## src/rtl/fib_detect_seq.sv

```systemverilog
// Classifies an unsigned value as Fibonacci or not and reports its index.
// Define FIB_DETECT_SEQ_CACHE_EN to add a one-entry last-result cache.
module fib_detect_seq #(
  parameter int WIDTH = 8,
  parameter int IDXW  = 6
) (
  input  logic             clk,
  input  logic             rst,
  input  logic             in_valid,
  output logic             in_ready,
  input  logic [WIDTH-1:0] in,
  output logic             out_valid,
  input  logic             out_ready,
  output logic             isfib,
  output logic [IDXW-1:0]  index
);

  localparam int AW = WIDTH + 2;

  typedef enum logic [1:0] {
    IDLE,
    SEARCH,
    DONE
  } state_t;

  state_t r_state;
  state_t w_state_nx;

  logic [WIDTH-1:0] r_x;
  logic [WIDTH-1:0] w_x_nx;
  logic [AW-1:0]    r_a;
  logic [AW-1:0]    r_b;
  logic [AW-1:0]    w_a_nx;
  logic [AW-1:0]    w_b_nx;
  logic [AW-1:0]    w_xe;
  logic [IDXW-1:0]  r_k;
  logic [IDXW-1:0]  w_k_nx;
  logic [IDXW-1:0]  r_index;
  logic [IDXW-1:0]  w_index_nx;
  logic             r_isfib;
  logic             w_isfib_nx;
  logic             w_hs;

`ifdef FIB_DETECT_SEQ_CACHE_EN
  logic             r_cv;
  logic [WIDTH-1:0] r_cval;
  logic             r_cfib;
  logic [IDXW-1:0]  r_cidx;
  logic             r_hit;
  logic             w_hit_nx;
`endif

  assign w_xe      = {2'b00, r_x};
  assign in_ready  = (r_state == IDLE);
  assign out_valid = (r_state == DONE);
  assign w_hs      = out_valid & out_ready;
  assign isfib     = r_isfib;
  assign index     = r_index;

  always_comb begin
    w_state_nx = r_state;
    w_x_nx     = r_x;
    w_a_nx     = r_a;
    w_b_nx     = r_b;
    w_k_nx     = r_k;
    w_isfib_nx = r_isfib;
    w_index_nx = r_index;
`ifdef FIB_DETECT_SEQ_CACHE_EN
    w_hit_nx   = r_hit;
`endif
    unique case (r_state)
      IDLE: begin
        if (in_valid) begin
          w_x_nx     = in;
          w_a_nx     = '0;
          w_b_nx     = AW'(1);
          w_k_nx     = '0;
          w_state_nx = SEARCH;
`ifdef FIB_DETECT_SEQ_CACHE_EN
          w_hit_nx   = r_cv && (in == r_cval);
`endif
        end
      end
      SEARCH: begin
`ifdef FIB_DETECT_SEQ_CACHE_EN
        if (r_hit) begin
          w_isfib_nx = r_cfib;
          w_index_nx = r_cidx;
          w_state_nx = DONE;
        end else
`endif
        if (r_a == w_xe) begin
          w_isfib_nx = 1'b1;
          w_index_nx = r_k;
          w_state_nx = DONE;
        end else if (r_a > w_xe) begin
          w_isfib_nx = 1'b0;
          w_index_nx = r_k;
          w_state_nx = DONE;
        end else begin
          w_a_nx = r_b;
          w_b_nx = r_a + r_b;
          w_k_nx = r_k + IDXW'(1);
        end
      end
      DONE: begin
        if (w_hs) w_state_nx = IDLE;
      end
      default: w_state_nx = IDLE;
    endcase
  end

  always_ff @(posedge clk or posedge rst) begin
    if (rst) begin
      r_state <= IDLE;
      r_x     <= '0;
      r_a     <= '0;
      r_b     <= '0;
      r_k     <= '0;
      r_isfib <= 1'b0;
      r_index <= '0;
    end else begin
      r_state <= w_state_nx;
      r_x     <= w_x_nx;
      r_a     <= w_a_nx;
      r_b     <= w_b_nx;
      r_k     <= w_k_nx;
      r_isfib <= w_isfib_nx;
      r_index <= w_index_nx;
    end
  end

`ifdef FIB_DETECT_SEQ_CACHE_EN
  // Cache captures whatever result was just handed off.
  always_ff @(posedge clk or posedge rst) begin
    if (rst) begin
      r_cv   <= 1'b0;
      r_cval <= '0;
      r_cfib <= 1'b0;
      r_cidx <= '0;
      r_hit  <= 1'b0;
    end else begin
      r_hit <= w_hit_nx;
      if (w_hs) begin
        r_cv   <= 1'b1;
        r_cval <= r_x;
        r_cfib <= r_isfib;
        r_cidx <= r_index;
      end
    end
  end
`endif

endmodule

```

## config.mk

```make
export PLATFORM = sky130hd
export DESIGN_NAME = fib_detect_seq
export DESIGN_NICKNAME = d
export VERILOG_FILES = /design/src/rtl/fib_detect_seq.sv
export SDC_FILE = /design/constraint.sdc
export NUM_CORES = 1
export LEC_CHECK = 0
export CAP_MARGIN = 25
export CORE_ASPECT_RATIO = 1.25
export CORE_MARGIN = 4
export CORE_UTILIZATION = 30
export CTS_CLUSTER_SIZE = 30
export DETAILED_ROUTE_END_ITERATION = 6
export HOLD_SLACK_MARGIN = 0.06
export PLACE_DENSITY = 0.56
export SYNTH_ARGS = -nofsm -noshare
export SYNTH_HDL_FRONTEND = slang
export SYNTH_SLANG_ARGS = --single-unit
```

## constraint.sdc

```tcl
create_clock -name clk -period 2.5 [get_ports clk]
set_clock_uncertainty 0.2 [all_clocks]
set_input_delay 0.375 -clock clk [delete_from_list [all_inputs] [get_ports clk]]
set_output_delay 0.375 -clock clk [all_outputs]
set_load 0.02 [all_outputs]
```

Word level (Yosys, flattened, before mapping)
Index checks and enable logic that the tools add are counted.
- output and inout bits: 9
- latch bits: 0
- bits in read-only memories: 0
- RAM bits: 0
- memories: 0
- input port bits: 12
- register bits after elaboration: 43
- bitwise logic cells: 1
- div/mod/pow operators: 0
- multiply operators: 0
- shift-type cells: 0
- $add $sub $neg: 2
- multiplexer cells: 21
- eq/ne operators: 8
- order comparisons: 1
- reduce and logical (&&, ||, !) cells: 7
- operators by type and width (cell ; count):
    $mux 10 ; 6
    $pmux 10 s2 ; 2
    $mux 6 ; 5
    $pmux 6 s2 ; 1
    $add 10x10->10 ; 1
    $eq 10x8->1 ; 1
    $gt 10x8->1 ; 1
    $mux 2 ; 4
    $add 6x1->6 const B ; 1
    $ne 2x2->1 const B ; 3
    $pmux 2 s3 ; 1
    $reduce_and 2->1 ; 2
    $reduce_and 4->1 ; 1
    $reduce_bool 2->1 ; 2
    $ne 3x3->1 const B ; 1
    $reduce_and 3->1 ; 1
    $eq 2x1->1 const B ; 1
    $eq 2x2->1 const B ; 1
    $logic_not 2->1 ; 1
    $mux 1 ; 2
    $ne 2x1->1 const B ; 1
    $and 1x1->1 ; 1

Longest topological paths before layout
- word-level depth: 4
- depth in mapped cells: 10
- gate-level depth less buffers: 9

Worst setup path before layout
OpenSTA, ideal clock, no wires.
- path kind: register to register
- start: register r_a[3]
- end: register r_k[0]
- period minus slack after synthesis: 2.166 ns
- setup slack: 0.334 ns
- library setup time: 0.123 ns
- buffers on the path: 2
- data required time: 2.177 ns
- arrival: 1.842 ns
- cell stages (with the launch flop): 9
- cell sequence: dfrtp_1 ha_1 a211oi_2 o221ai_2 a211o_1 buf_6 buf_6 nand3_1 o21ai_1
- longest elaborated chain between the ends: 3
- elaborated cells on any way between the ends: 5
- those cells by class: order compare: 1; eq/ne: 3; reduce/logical: 1
- RTL lines (element ; RTL line ; RTL):
    start: declaration ; 31 ; logic [AW-1:0] r_a;
    start signal: assignment ; 125 ; r_a <= w_a_nx;
    $gt 10x8->1 or $eq 10x8->1 (tied branches) ; 96, 92 ;
    $ne 2x2->1 (no line) ; - ;
    $reduce_and 4->1 (no line) (*) ; - ;
    end signal: assignment ; 127 ; r_k <= w_k_nx;
    end: declaration ; 36 ; logic [IDXW-1:0] r_k;
Mark *: on every way between the ends. The rest lies on a longest branch, timed or not.
A chain may end at the register's enable or synchronous reset.

Final worst setup path
- start: register r_a[0]
- end: register r_k[2]
The elaborated chain is that of the path after synthesis.

==> out/qor.csv <==
stage;metric;value;unit
floorplan;start_util;0.314;
clock_tree;cts_root_buffer;clkbuf_8;
placed_design;port_buffers;20;
floorplan;coreArea;0.00753;mm²
global_routing;grt_overflow_total;0;
sta;rsz0062_at_grt;yes;
routing;drtIter0Drc;82;
clock_tree;cts_buffers;5;
routing;via_per_inst;4.78;
synth;synthCells;238;
finish;fin_area;0.00280;mm²
synth;syn_nets;269;
sta;slew_headroom;0.731;
worst_setup_path;cp-start-kind;flip-flop;
sta;finalCritPeriodShare;0.959;
worst_setup_path;end_kind;flip-flop;
finish;nets;299;
clock_tree;cts_tree;yes;
synth;synth_flop_cell;dfrtp_1;
power_and_ir_drop;peakVddDrop;0.000447;V
floorplan;die_w;87.4;µm
synth;synth_top_family_by_area;simple AND/OR/NAND/NOR gates;
synth;avgSynthCellArea;9.94;µm²
sta;finalMaxSlewViolations;0;
placed_design;gp_congestion;0.706;
global_routing;grt_max_degree;23;
sta;min_period;2.40;ns
synth;syn_area;0.00237;mm²
finish;insertedDiodeCount;0;
synth;synth_edf_count;0;
sta;hold_viol_final;0;
clock_tree;h-tree-depth;2;
synth;yosys_warnings;0;
worst_setup_path;worstPathRequired;2.52;ns
sta;setup_violations;0;
synth;synth.distinct_cells;48;
sta;tightest_slew;0.402;ns
routing;dr.pass1.iters;4;
floorplan;dieArea;0.00938;mm²
synth;yosysSeqAreaShare;0.455;
min_path;min_path_type;input pin to async pin;
synth;synth-seq-cells;43;
routing;wire_per_inst;13.0;µm
floorplan;die_h;107;µm
power_and_ir_drop;pwr_density_cell;1160;mW/mm²
synth;synth_xor_area_frac;0.0296;
global_routing;grt_pass1_vias;1740;
synth;yosys.area_share.simple;0.167;
clock_tree;path_clk_slew;0.08;ns
clock_tree;cts.sinks;43;
sta;fin_ws;0.102;ns
clock_tree;insertion_delay;0.29;ns
worst_setup_path;r2r_slack;0.10;ns
synth;synth_mux_area_frac;0.0487;
global_routing;antenna_found_initial;0;
sta;setup-tns-final;0;ns
synth;synthArstFlopShare;1.00;
synth;synth_compound_area_frac;0.147;
worst_setup_path;path_class;flip-flop to flip-flop;
worst_setup_path;cp_max_fo;9;
routing;vias;1725;
floorplan;num_io_pins;21;
clock_tree;cts_buffer_depth;2;
worst_setup_path;cp.arrival;2.42;ns
finish;layout_commonest_cell;dfrtp_1;
routing;drc;0;
global_routing;gr-usage-all-layers;0.110;
job;cap_violations;0;
finish;layout_common_cells;dfrtp_1, nand2_1, nand3_1;
power_and_ir_drop;leakage;1.32;nW
placed_design;dp_hpwl;3590;µm
global_routing;grt_pass1_wl;8300;µm
run_status;outcome;finished, final reports clean;
synth;synthAdderAreaFrac;0.104;
routing;drtAntennaViolNets;0;
sta;fmax;417;MHz
routing;finalWirelength;4680;µm
finish;layout-drive-gt1-share;0.126;
finish;area_delta_synth_final;18.2;%
placed_design;dp_worst_setup_slack;0.0379;ns
placed_design;placed_cell_area;0.00270;mm²
floorplan;row_count;35;
metal layers:
metal  routed length (µm)  global-route usage
met2                 2330               0.191
met3                  113              0.0161
met4                   89              0.0428
met5                    0                   0
met1                 2150               0.136
worst paths after layout:
kind,end,cells after the start,from
worst max-delay path,r_k[2]$_DFFE_PP0P_,8,r_a[0]$_DFFE_PP0P_
worst min-delay path,r_x[2]$_DFFE_PP0P_,3,rst
worst max register to register,r_k[2]$_DFFE_PP0P_,8,r_a[0]$_DFFE_PP0P_
worst min register to register,r_a[6]$_DFFE_PP0P_,2,r_b[6]$_DFFE_PP0P_
max in group asynchronous,index[1]$_DFFE_PP0P_,3,rst
min in group clk,r_a[6]$_DFFE_PP0P_,2,r_b[6]$_DFFE_PP0P_
metrics by stage:
stage	total power, mW	std cells	hold slack [ns]	util
floorplan	2.39	238	0.252	-
global placement	2.84	352	0.276	0.359
detailed placement	2.85	352	0.286	0.359
CTS	3.29	360	0.228	0.370
global route	3.57	361	0.262	0.371
finish	3.25	361	0.226	0.371
cells by family (layout without fill, tap and decap cells):
logic type,Yosys count,count (layout)
buffers and inverters,25,56
DFF,43,43
adders and majority gates,19,19
and+or+nand+nor,83,83
muxes,9,9
AOI/OAI and AO/OA,51,51
xor gates and xnor gates,8,8
cell type report:
cell class              instances  area [µm²]
fillers                       757        4730
multi-input cells             170        1180
flip-flops and latches         43        1080
repair buffers                 31         283
well taps                      92         115
clock buffers                   7        76.3
inverters                      17        63.8
clock inverters                 1        5.00
flip-flops by register name, indices dropped and copies added (netlist names):
signal / flops
r_b: 10
index: 6
r_x: 8
isfib: 1
r_k: 6
r_a: 10
r_state: 2
power by group:
part	switching, mW	internal [mW]
logic	0.972	0.747
clock network	0.228	0.196
registers	0.174	0.935
synth_stat cells (2+ instances only):
cell type / n / area, µm²
dfrtp_1: 43 / 1080
nand2_1: 38 / 143
nand3_1: 21 / 105
ha_1: 18 / 225
inv_1: 17 / 63.8
o21ai_0: 16 / 80.1
o21ai_1: 10 / 50.1
nor2_1: 7 / 26.3
mux2_2: 6 / 67.6
a21oi_1: 5 / 25.0
xnor2_1: 5 / 43.8
a21o_1: 4 / 30.0
nor2b_1: 4 / 25.0
buf_6: 3 / 33.8
clkbuf_1: 3 / 11.3
nand4_1: 3 / 18.8
xor2_1: 3 / 26.3
a22o_1: 2 / 17.5
worst max-delay path: stages (launching register included):
cell	delay, ns
dfrtp_1	0.37
inv_1	0.06
ha_1	0.30
nand2b_4	0.15
a21oi_2	0.14
o221ai_2	0.18
a211o_2	0.47
mux2_4	0.34
mux2i_4	0.12
repair_timing:
action,CTS,global route
endpoints found under the setup margin,0,22
hold buffers,0,0
setup buffers,0,1
gates resized for setup,0,2
(Power assumes the default switching activity.)
